$ cat src/rtl/bpm_estimator.sv
// bpm_estimator: beat-interval tempo estimator with 4-tap moving average and peak amplitude tracking.
// Feeds BPM_estimate and pulse_amplitude to the ADSR brightness filter.
module bpm_estimator #(
    parameter int TICK_CYCLES = 50_000,
    parameter int MIN_BPM     = 40,
    parameter int MAX_BPM     = 200,
    parameter int BPM_W       = $clog2(MAX_BPM + 1)
) (
    input  logic             clk,
    input  logic             reset_n,
    input  logic             beat_in,
    input  logic [15:0]      sample_in,
    input  logic             sample_valid,
    output logic [BPM_W-1:0] BPM_estimate,
    output logic [7:0]       pulse_amplitude,
    output logic             bpm_valid,
    output logic             bpm_update,
    output logic [10:0]      interval_ms
);
    localparam int TW = TICK_CYCLES > 1 ? $clog2(TICK_CYCLES) : 1;
    localparam logic [10:0] MIN_INT = 11'(60000 / MAX_BPM);
    localparam logic [10:0] MAX_INT = 11'(60000 / MIN_BPM);
    localparam logic [10:0] SAT_INT = MAX_INT + 11'd1;

    typedef enum logic [1:0] {IDLE, MEASURE, DIVIDE, UPDATE} state_t;
    state_t r_state, w_next;

    logic [TW-1:0]          r_tick;
    logic [10:0]            r_int, r_cap, r_rem, w_rem;
    logic [15:0]            r_peak, r_quo, w_mag;
    logic [7:0]             r_pamp;
    logic [3:0]             r_cnt;
    logic [3:0][BPM_W-1:0]  r_hist;
    logic                   r_fin;
    logic [11:0]            w_sh;
    logic [BPM_W-1:0]       w_q;
    logic [BPM_W+1:0]       w_sum;
    logic                   w_ms_tick, w_timeout, w_accept, w_clear, w_ge;

    assign w_ms_tick = r_tick == TW'(TICK_CYCLES - 1);
    assign w_timeout = r_int == SAT_INT;
    assign w_accept  = r_state == MEASURE && !w_timeout && beat_in && r_int >= MIN_INT && r_int <= MAX_INT;
    assign w_clear   = w_accept || (r_state == IDLE && beat_in);
    // -32768 has no positive twin, so it saturates to 32767
    assign w_mag = !sample_in[15] ? sample_in : sample_in == 16'h8000 ? 16'h7FFF : -sample_in;
    // One restoring-division step: remainder shifts in the next dividend bit
    assign w_sh  = {r_rem, r_quo[15]};
    assign w_ge  = w_sh >= {1'b0, r_cap};
    assign w_rem = w_ge ? 11'(w_sh - {1'b0, r_cap}) : 11'(w_sh);
    assign w_q   = r_quo > 16'(MAX_BPM) ? BPM_W'(MAX_BPM) :
                   r_quo < 16'(MIN_BPM) ? BPM_W'(MIN_BPM) : r_quo[BPM_W-1:0];
    assign w_sum = (BPM_W+2)'(r_hist[0]) + (BPM_W+2)'(r_hist[1]) +
                   (BPM_W+2)'(r_hist[2]) + (BPM_W+2)'(r_hist[3]);

    always_comb begin
        w_next = r_state;
        case (r_state)
            IDLE:    w_next = beat_in ? MEASURE : IDLE;
            MEASURE: w_next = w_timeout ? IDLE : w_accept ? DIVIDE : MEASURE;
            DIVIDE:  w_next = r_cnt == 4'd15 ? UPDATE : DIVIDE;
            UPDATE:  w_next = MEASURE;
            default: w_next = IDLE;
        endcase
    end

    always_ff @(posedge clk or negedge reset_n) begin
        if (!reset_n) begin
            r_state         <= IDLE;
            r_tick          <= '0;
            r_int           <= '0;
            r_cap           <= '0;
            r_rem           <= '0;
            r_quo           <= '0;
            r_peak          <= '0;
            r_pamp          <= '0;
            r_cnt           <= '0;
            r_hist          <= '0;
            r_fin           <= 1'b0;
            BPM_estimate    <= '0;
            pulse_amplitude <= '0;
            bpm_valid       <= 1'b0;
            bpm_update      <= 1'b0;
            interval_ms     <= '0;
        end else begin
            r_state    <= w_next;
            r_tick     <= w_ms_tick ? '0 : r_tick + TW'(1);
            r_int      <= w_clear ? '0 : (w_ms_tick && !w_timeout) ? r_int + 11'd1 : r_int;
            r_peak     <= w_clear ? (sample_valid ? w_mag : '0) :
                          (sample_valid && w_mag > r_peak) ? w_mag : r_peak;
            r_fin      <= r_state == UPDATE;
            bpm_update <= r_fin;
            if (w_accept) begin
                r_cap  <= r_int;
                r_pamp <= r_peak[15:8];
                r_cnt  <= '0;
                r_rem  <= '0;
                r_quo  <= 16'd60000;
            end
            if (r_state == DIVIDE) begin
                r_cnt <= r_cnt + 4'd1;
                r_rem <= w_rem;
                r_quo <= {r_quo[14:0], w_ge};
            end
            if (r_state == UPDATE)
                r_hist <= bpm_valid ? {r_hist[2:0], w_q} : {4{w_q}};
            if (r_fin) begin
                BPM_estimate    <= w_sum[BPM_W+1:2];
                pulse_amplitude <= r_pamp;
                interval_ms     <= r_cap;
                bpm_valid       <= 1'b1;
            end
            if (r_state == MEASURE && w_timeout) begin
                BPM_estimate    <= '0;
                pulse_amplitude <= '0;
                bpm_valid       <= 1'b0;
                r_hist          <= '0;
            end
        end
    end
endmodule

$ cat config.mk
export PLATFORM = sky130hd
export DESIGN_NAME = bpm_estimator
export DESIGN_NICKNAME = d
export VERILOG_FILES = /design/src/rtl/bpm_estimator.sv
export SDC_FILE = /design/constraint.sdc
export NUM_CORES = 1
export LEC_CHECK = 0
export BUFFER_PORTS_ARGS = -buffer_cell sky130_fd_sc_hd__buf_4
export CAP_MARGIN = 20
export CELL_PAD_IN_SITES_DETAIL_PLACEMENT = 1
export CELL_PAD_IN_SITES_GLOBAL_PLACEMENT = 1
export CORE_ASPECT_RATIO = 1.1
export CORE_MARGIN = 2
export CORE_UTILIZATION = 30
export CTS_BUF_LIST = sky130_fd_sc_hd__clkbuf_2 sky130_fd_sc_hd__clkbuf_4 sky130_fd_sc_hd__clkbuf_8
export DETAILED_ROUTE_END_ITERATION = 12
export GPL_TIMING_DRIVEN = 1
export PLACE_DENSITY = 0.62
export SLEW_MARGIN = 20
export SYNTH_ARGS = -nofsm -noshare
export SYNTH_HDL_FRONTEND = slang
export SYNTH_SLANG_ARGS = --single-unit
$ cat constraint.sdc
create_clock -name clk -period 4.2 [get_ports clk]
set_input_delay 0.21 -clock clk [delete_from_list [all_inputs] [get_ports clk]]
set_output_delay 0.21 -clock clk [all_outputs]
set_load 0.01 [all_outputs]
==> results.json, run 1 <==
{
  "outcome": "finished, final reports clean",
  "grt_max_degree": 91,
  "arrival_ns": 3.92,
  "busiest_layer": "met2",
  "power_density_nw_per_um2": 292,
  "clock_latency_ns": 0.46,
  "holdCritPathClass": "primary input to flop",
  "synth.distinct_cells": 64,
  "rows": 65,
  "detail_route.wl_per_cell_um": 16.0,
  "syn_nets": 946,
  "antenna_found_initial": 0,
  "root_buffer": "clkbuf_8",
  "path_clk_slew_ns": 0.08,
  "ys_warn_count": 0,
  "endpoint_kind": "flop",
  "synth-adder-area-share_pct": 9.66,
  "grt_first_pass_wirelength_um": 36200,
  "mostFrequentLayoutCells": "dfrtp_1 (156), nand2_1 (93), nor2_1 (79)",
  "start_util_pct": 30.4,
  "fin_total_pwr_uw": 2900,
  "cts-htree-levels": 4,
  "area_delta_synth_final_pct": 13.8,
  "drv_cap": 0,
  "syn_area_per_cell_um2": 10.0,
  "portBuffers": 48,
  "maxSlewHeadroom_pct": 38.3,
  "finalHoldViolCount": 0,
  "dp_hpwl_um": 14700,
  "maxSlewViolCount": 0,
  "antenna_left": 0,
  "grt-ovfl-total": 0,
  "rsz0062_at_grt": "false",
  "synthXorXnorAreaFrac_pct": 3.52,
  "io_pins": 49,
  "nets": 987,
  "setup_slack_ns": 0.643,
  "drt-total-wl_um": 20600,
  "ys_ff_latch": 157,
  "via_count": 6440,
  "synth_top_family_by_area": "simple AND/OR/NAND/NOR gates",
  "drt_iter0_drc": 231,
  "met3_usage_pct": 2.45,
  "synthSimpleGateAreaFrac_pct": 17.6,
  "cts_buffers": 17,
  "setup-tns-final_ns": 0,
  "die_w_um": 166,
  "crit_path_start_kind": "primary input",
  "fmax_mhz": 281,
  "max-vdd-ir-drop_v": 0.000173,
  "cts_setup_buffers": 0,
  "drc": 0,
  "cts_tree": "yes",
  "period_share_pct": 84.7,
  "dominantRegCellSynth": "dfrtp_1",
  "gp_congestion": 0.782,
  "via_per_inst": 4.99,
  "drive_gt1_share_pct": 13.7,
  "cp_data_required_time_ns": 4.56,
  "syn_area_um2": 8710,
  "setup_viol": 0,
  "power.leakage_uw": 0.00470,
  "final_common_cell": "dfrtp_1",
  "dieArea_um2": 30400,
  "worstMarginPinSlew_ns": 0.925,
  "synth-compound-area-share_pct": 12.9,
  "muxShareOfSynthArea_pct": 7.24,
  "synth_cells": 869,
  "grt_pass1_vias": 6981,
  "coreArea_um2": 28600,
  "synthArstFlopShare_pct": 100,
  "antenna_cells": 0,
  "grt_util_all_layers_pct": 14.5,
  "first_pass_iters": 4,
  "grt_use_met1_pct": 19.1,
  "cts_resized": 0,
  "die_h_um": 183,
  "clock_path_buffers": 2,
  "finish.utilization_pct": 34.6,
  "synth_edf_count": 0,
  "clkSinkCount": 157,
  "place_ws_ns": 0.151,
  "use_met2_pct": 24.4,
  "crit_fanout": 12,
  "skew_ns": 0.0162,
  "ys_seq_area_share_pct": 45.1,
  "crit_type": "primary input to flop",
  "fin_crit_ns": 3.56
}
## stage by stage
stage          instance area [um2]  hold slack [ns]  std cells
6_report                      9910           0.0829       1291
3_3_place_gp                  9450            0.260       1258
4_1_cts                       9910           0.0490       1291
5_1_grt                       9910           0.0921       1291
3_5_place_dp                  9450            0.263       1258
2_1_floorplan                 8710          -0.0856        869
## flip-flops by register name, summed over array words and instances (netlist names), 4 cells and up, named ones only
| name | cells |
|---|---|
| r_hist | 32 |
| r_rem | 11 |
| r_int | 11 |
| r_pamp | 8 |
| r_peak | 16 |
| r_tick | 16 |
| r_cnt | 4 |
| interval_ms | 11 |
| pulse_amplitude | 8 |
| BPM_estimate | 8 |
| r_quo | 16 |
| r_cap | 11 |
## power by group
group / switching [uW] / internal (uW) / leakage [uW] / total [uW]
Sequential: 0.00000255 / 1510 / 0.00182 / 1510
Clock: 587 / 691 / 0.000217 / 1280
Combinational: 72.2 / 37.6 / 0.00267 / 110
## layer usage
layer,up-vias,wire [um]
met5,-,0
met4,0,414
met3,25,398
met2,66,9980
met1,3215,9830
li1,3134,-
## synthesized netlist by cell type (8+ instances only)
cell | n | share of area [%]
nor2_1 | 79 | 3.4
a22o_1 | 22 | 2.2
nand4_1 | 11 | 0.79
nand3_1 | 35 | 2.0
mux2i_1 | 39 | 4.5
mux2_2 | 20 | 2.6
nand2_1 | 93 | 4.0
xnor2_1 | 19 | 1.9
clkbuf_1 | 25 | 1.1
o21a_1 | 8 | 0.69
nor3_1 | 10 | 0.57
inv_1 | 45 | 1.9
ha_1 | 40 | 5.7
o21ai_0 | 43 | 2.5
a21oi_1 | 40 | 2.3
nand2b_1 | 17 | 1.2
fa_1 | 17 | 3.9
dfrtp_1 | 157 | 45
nor2b_1 | 8 | 0.57
o211ai_1 | 11 | 0.95
xor2_1 | 16 | 1.6
## final timing paths
path | endpoint | cells after the start | slack, ns | startpoint
max in group asynchronous | r_peak[15]$_DFFE_PN0P_ | 3 | 2.95 | reset_n
min in group asynchronous | r_rem[5]$_DFFE_PN0P_ | 2 | 0.32 | reset_n
setup / recovery | r_peak[6]$_DFFE_PN0P_ | 13 | 0.64 | sample_in[6]
setup reg to reg | BPM_estimate[5]$_DFFE_PN0P_ | 10 | 1.04 | r_hist[1]$_DFFE_PN0P_
hold / removal | r_peak[0]$_DFFE_PN0P_ | 3 | 0.08 | sample_in[0]
hold reg to reg | r_tick[0]$_DFF_PN0_ | 1 | 0.49 | r_tick[0]$_DFF_PN0_
## kinds of logic (layout without fill, tap and decap cells)
family	Yosys count	count (layout)
xor gates and xnor gates	35	35
and+or+nand+nor	308	308
DFF	157	157
AOI/OAI and AO/OA	170	170
muxes	60	60
buffers and inverters	82	136
adders and majority gates	57	57
## worst max-delay path, cell delays in order
cell and delay, ns:
buf_4 0.13, or3_1 0.41, or4_1 0.58, o31ai_1 0.31, mux2i_1 0.33, ha_1 0.31
nand4_1 0.13, nor2_1 0.05, a221oi_1 0.28, or3b_2 0.50, a31oi_4 0.20, buf_4 0.26
mux2i_1 0.24
## final cells by class
class,count,area [um2]
Multi-Input combinational cell,630,4440
Sequential cell,157,3930
Timing Repair Buffer,59,462
Inverter,45,169
Clock buffer,22,278
Fill cell,3333,18700
Clock inverter,10,165
Tap cell,368,460
## repair_timing
| action | CTS | global route |
|---|---|---|
| setup endpoints to repair | 0 | 0 |
| hold endpoints to repair | 67 | 0 |
| hold buffers | 1 | 0 |
No activity file was read; power rests on OpenSTA's default activity.
==> run 2, diff against run 1 <==
==> constraint.sdc (replaced) <==
create_clock -name clk -period 3.62 [get_ports clk]
set_input_delay 0.181 -clock clk [delete_from_list [all_inputs] [get_ports clk]]
set_output_delay 0.181 -clock clk [all_outputs]
set_load 0.01 [all_outputs]
==> results.json, run 2 (same netlist as run 1, synthesis figures left out) <==
{
  "fmax_mhz": 300,
  "die_h_um": 183,
  "largest_register_ffs": 32,
  "fin_area_um2": 10100,
  "grt_util_all_layers_pct": 14.8,
  "endpoint_kind": "flop",
  "antenna_cells": 0,
  "maxSlewHeadroom_pct": 33.0,
  "cp_num_buf_inv": 2,
  "via_per_inst": 4.97,
  "switching_share_pct": 23.3,
  "crit_slowest_cell": "or4_1",
  "drive_gt1_share_pct": 16.0,
  "power.leakage_uw": 0.00482,
  "worstMarginPinSlew_ns": 1.01,
  "layout.area.seq_um2": 3930,
  "gp_congestion": 0.730,
  "antenna_found_initial": 0,
  "power.switching_uw": 761,
  "dieArea_um2": 30400,
  "cp_data_required_time_ns": 3.99,
  "drt_iter0_drc": 197,
  "outcome": "finished, final reports clean",
  "via_count": 6544,
  "start_util_pct": 30.4,
  "crit_fanout": 7,
  "cpLargestDelayFamily": "simple AND/OR/NAND/NOR gates",
  "grt_max_degree": 101,
  "die_w_um": 166,
  "final_common_cell": "dfrtp_1",
  "maxSlewViolCount": 0,
  "crit_type": "primary input to flop",
  "regMostFlops": "r_hist",
  "p_seq_share_pct": 53.6,
  "hold_buffers": 1,
  "power_density_nw_per_um2": 324,
  "fin_total_pwr_uw": 3270,
  "grt_use_met1_pct": 18.7,
  "fillerInstances": 3293,
  "clock_path_buffers": 2,
  "cts_tree": "yes",
  "drc": 0,
  "grt_pass1_vias": 7135,
  "pwr-share-clk_pct": 42.0,
  "max-vdd-ir-drop_v": 0.000172,
  "drt-total-wl_um": 21000,
  "cts-htree-levels": 4,
  "area_delta_synth_final_pct": 15.9,
  "cts_resized": 0,
  "grt_first_pass_wirelength_um": 36800,
  "cp_common_cell": "mux2i_1",
  "final-instance-count-excl-fill": 1317,
  "finalHoldViolCount": 0,
  "io_pins": 49,
  "setup_viol": 0,
  "arrival_ns": 3.71,
  "holdCritPathClass": "primary input to flop",
  "rows": 65,
  "clock_latency_ns": 0.46,
  "slowest_delay_ns": 0.58,
  "period_share_pct": 92.1,
  "crit_path_start_kind": "primary input",
  "first_pass_iters": 4,
  "use_met2_pct": 26.1,
  "met3_usage_pct": 2.93,
  "busiest_layer": "met2",
  "path_clk_slew_ns": 0.08,
  "crit_chain": "buf_4, or3_1, or4_1, o31ai_1, mux2i_1, ha_1, nand4_1, nor2_1, a221oi_1, or3b_2, a31oi_4, buf_12, mux2i_1",
  "whs_ns": 0.0611,
  "p_int_uw": 2510,
  "cts_buffers": 17,
  "grt-ovfl-total": 0,
  "multi_input_comb_area_um2": 4440,
  "mostFrequentLayoutCells": "dfrtp_1 (156), nand2_1 (93), buf_4 (83)",
  "rsz0062_at_grt": "false",
  "drv_cap": 0,
  "clkSinkCount": 157,
  "coreArea_um2": 28600,
  "power.share.combinational_pct": 4.4,
  "cts_setup_buffers": 0,
  "skew_ns": 0.0130,
  "root_buffer": "clkbuf_8",
  "fin_crit_ns": 3.33,
  "portBuffers": 48,
  "detail_route.wl_per_cell_um": 15.9,
  "post_dp_cell_area_um2": 9680,
  "nets": 1015,
  "dp_hpwl_um": 15200,
  "dp_cells": 1286,
  "antenna_left": 0
}
## run 2: changes by cell type in the layout (fill, tap and decap cells not counted), sizes merged
cell	delta
bufinv	-1
buf	+28
clkbuf	-3
clkinv	+2
## run 2: final timing paths
check	startpoint	end	slack [ns]	cells after the start
min in group asynchronous	reset_n	r_rem[5]$_DFFE_PN0P_	0.37	2
hold reg to reg	r_pamp[7]$_DFFE_PN0P_	r_pamp[7]$_DFFE_PN0P_	0.49	2
hold / removal	beat_in	r_state[0]$_DFF_PN0_	0.06	4
setup / recovery	sample_in[6]	r_peak[1]$_DFFE_PN0P_	0.29	13
max in group asynchronous	reset_n	r_hist[25]$_DFFE_PN0P_	2.30	3
setup reg to reg	r_hist[1]$_DFFE_PN0P_	BPM_estimate[7]$_DFFE_PN0P_	0.48	10
## run 2: metrics by stage
stage | util, % | setup slack (ns) | TNS, ns
after floorplan | - | 0.0719 | 0
after global placement | 33.8 | -0.0783 | -1.14
after detailed placement | 33.8 | -0.213 | -2.78
after CTS | 35.2 | 0.275 | 0
after global routing | 35.2 | 0.109 | 0
final | 35.2 | 0.285 | 0
## run 2: layer usage
metal / wire length, um / up-vias
li1: - / 3177
met1: 9850 / 3305
met2: 10500 / 45
met3: 424 / 17
met4: 240 / 0
met5: 0 / -
## run 2: layout make-up
| cell class | instances | area share, % |
|---|---|---|
| Inverter | 45 | 1.67 |
| Sequential cell | 157 | 39.0 |
| Clock buffer | 19 | 2.53 |
| Timing Repair Buffer | 87 | 6.79 |
| Multi-Input combinational cell | 630 | 44.0 |
| Tap cell | 368 | 4.57 |
| Clock inverter | 11 | 1.44 |
## run 2: power groups by stage
stage               Sequential, uW  Clock, uW  Combinational [uW]
floorplan                     1790          0                52.7
global placement              1790          0                 146
detailed placement            1790          0                 148
CTS                           1750       1420                 149
global route                  1750       1500                 166
finish                        1750       1370                 143
## run 2: worst reg2reg max path: stages (launching register included)
cell and delay (ns):
dfrtp_1 0.43, fa_1 0.58, fa_1 0.43, and3b_1 0.19
fa_1 0.41, a21o_1 0.18, a21oi_1 0.23, o21bai_1 0.10
a21o_1 0.21, a21oi_1 0.18, o22ai_1 0.10
==> run 3, diff against run 2 <==
--- a/config.mk
+++ b/config.mk
@@ -11,11 +11,11 @@
 export CELL_PAD_IN_SITES_GLOBAL_PLACEMENT = 1
 export CORE_ASPECT_RATIO = 1.1
 export CORE_MARGIN = 2
-export CORE_UTILIZATION = 30
+export CORE_UTILIZATION = 50
 export CTS_BUF_LIST = sky130_fd_sc_hd__clkbuf_2 sky130_fd_sc_hd__clkbuf_4 sky130_fd_sc_hd__clkbuf_8
 export DETAILED_ROUTE_END_ITERATION = 12
 export GPL_TIMING_DRIVEN = 1
-export PLACE_DENSITY = 0.62
+export PLACE_DENSITY = 0.9
 export SLEW_MARGIN = 20
 export SYNTH_ARGS = -nofsm -noshare
 export SYNTH_HDL_FRONTEND = slang
==> results.json, run 3 (same netlist as run 1, synthesis figures left out) <==
{
  "skew_ns": 0.0132,
  "cts_setup_buffers": 0,
  "finish.utilization_pct": 58.1,
  "finalHoldViolCount": 0,
  "grt-ovfl-total": 0,
  "fin_crit_ns": 3.38,
  "io_pins": 49,
  "drt_iter0_drc": 347,
  "cts_buffers": 17,
  "power.leakage_uw": 0.00480,
  "post_dp_cell_area_um2": 9400,
  "maxSlewViolCount": 0,
  "layout.area.seq_um2": 3930,
  "start_util_pct": 51.2,
  "mostFrequentLayoutCells": "dfrtp_1 (157), nand2_1 (93), nor2_1 (79)",
  "detail_route.wl_per_cell_um": 20.4,
  "gp_congestion": 0.853,
  "root_buffer": "clkbuf_8",
  "crit_path_start_kind": "primary input",
  "crit_fanout": 16,
  "holdCritPathClass": "primary input to flop",
  "clock_latency_ns": 0.46,
  "worstMarginPinSlew_ns": 0.837,
  "via_count": 6960,
  "fmax_mhz": 296,
  "dp_hpwl_um": 16500,
  "cpLargestDelayFamily": "simple AND/OR/NAND/NOR gates",
  "portBuffers": 48,
  "drc": 0,
  "grt_util_all_layers_pct": 27.4,
  "power_density_nw_per_um2": 350,
  "antenna_cells": 0,
  "nets": 1001,
  "period_share_pct": 93.3,
  "arrival_ns": 3.76,
  "area_delta_synth_final_pct": 13.6,
  "fin_total_pwr_uw": 3460,
  "die_w_um": 130,
  "antenna_found_initial": 0,
  "clock_path_buffers": 2,
  "whs_ns": 0.0483,
  "die_h_um": 142,
  "final_common_cell": "dfrtp_1",
  "multi_input_comb_area_um2": 4440,
  "crit_type": "primary input to flop",
  "cp_data_required_time_ns": 4.00,
  "clkSinkCount": 157,
  "path_clk_slew_ns": 0.09,
  "setup_viol": 0,
  "outcome": "finished, final reports clean",
  "cts_tree": "yes",
  "largest_register_ffs": 32,
  "setup-tns-final_ns": 0,
  "drv_cap": 0,
  "first_pass_iters": 4,
  "regMostFlops": "r_hist",
  "max-vdd-ir-drop_v": 0.000228,
  "endpoint_kind": "flop",
  "crit_chain": "buf_4, or4_4, nor4b_4, buf_4, a221oi_1, a31oi_1, ha_1, nand2_1, o21ai_0, a221oi_1, or3b_2, a31oi_4, buf_12, mux2i_1",
  "dieArea_um2": 18500,
  "antenna_left": 0,
  "drive_gt1_share_pct": 14.7,
  "grt_pass1_vias": 7600,
  "via_per_inst": 5.94,
  "cts-htree-levels": 4,
  "fin_area_um2": 9890,
  "grt_max_degree": 82,
  "cp_num_buf_inv": 3,
  "grt_first_pass_wirelength_um": 39400,
  "fillerInstances": 1907,
  "rsz0062_at_grt": "false",
  "drt-total-wl_um": 23900,
  "crit_slowest_cell": "or4_4",
  "coreArea_um2": 17000,
  "slowest_delay_ns": 0.56,
  "rows": 50,
  "maxSlewHeadroom_pct": 44.2
}
[run 3: cell count changes in the layout (fill, tap and decap cells not counted), sizes merged]
cell | previous run | this run
buf | 86 | 72
bufinv | 3 | 5
clkbuf | 19 | 20
clkinv | 5 | 3
clkinvlp | 3 | 2
inv | 45 | 47
[run 3: per-stage QoR]
| stage | setup slack (ns) | cells |
|---|---|---|
| final | 0.244 | 1171 |
| after global routing | 0.0301 | 1171 |
| after CTS | 0.256 | 1171 |
| after detailed placement | -0.220 | 1138 |
| after global placement | -0.0126 | 1138 |
| after floorplan | 0.0719 | 869 |
[run 3: routing by layer]
metal  global-route usage (%)  up-vias  part of all wire [%]
met2                     48.5      183                    54
met3                     4.47       66                   3.2
met5                        0        -                     0
met4                     11.5        0                   3.2
met1                     32.8     3556                    40
li1                         -     3155                     -
[run 3: path summary, 6_finish.rpt]
path | startpoint | to | slack, ns | cells past startpoint
max reg2reg | r_hist[1]$_DFFE_PN0P_ | BPM_estimate[7]$_DFFE_PN0P_ | 0.30 | 10
max in group asynchronous | reset_n | r_quo[12]$_DFFE_PN0P_ | 2.44 | 3
min | beat_in | r_state[0]$_DFF_PN0_ | 0.05 | 4
min in group asynchronous | reset_n | r_tick[8]$_DFF_PN0_ | 0.30 | 2
max | sample_in[10] | r_peak[10]$_DFFE_PN0P_ | 0.24 | 14
min reg2reg | r_tick[0]$_DFF_PN0_ | r_tick[0]$_DFF_PN0_ | 0.49 | 1
[run 3: final cells by class]
class | instances | area share (%)
Tap cell | 234 | 2.96
Sequential cell | 157 | 39.7
Clock inverter | 12 | 2.11
Multi-Input combinational cell | 630 | 44.9
Inverter | 45 | 1.71
Timing Repair Buffer | 73 | 5.86
Clock buffer | 20 | 2.72
[run 3: where the power goes]
part / total, uW / internal (uW) / switching, uW
sequential: 1750 / 1750 / 0.00000420
clock: 1570 / 873 / 695
combinational: 140 / 51.2 / 88.4
[run 3: tightest hold or removal path, stage by stage]
cell and delay (ns):
buf_4 0.10, nand2_1 0.05, nand3_1 0.07, a21oi_1 0.06
[run 3: timing repair]
item	CTS	global route
resized for setup	0	0
endpoints found under the hold margin	80	0
hold buffers	1	0
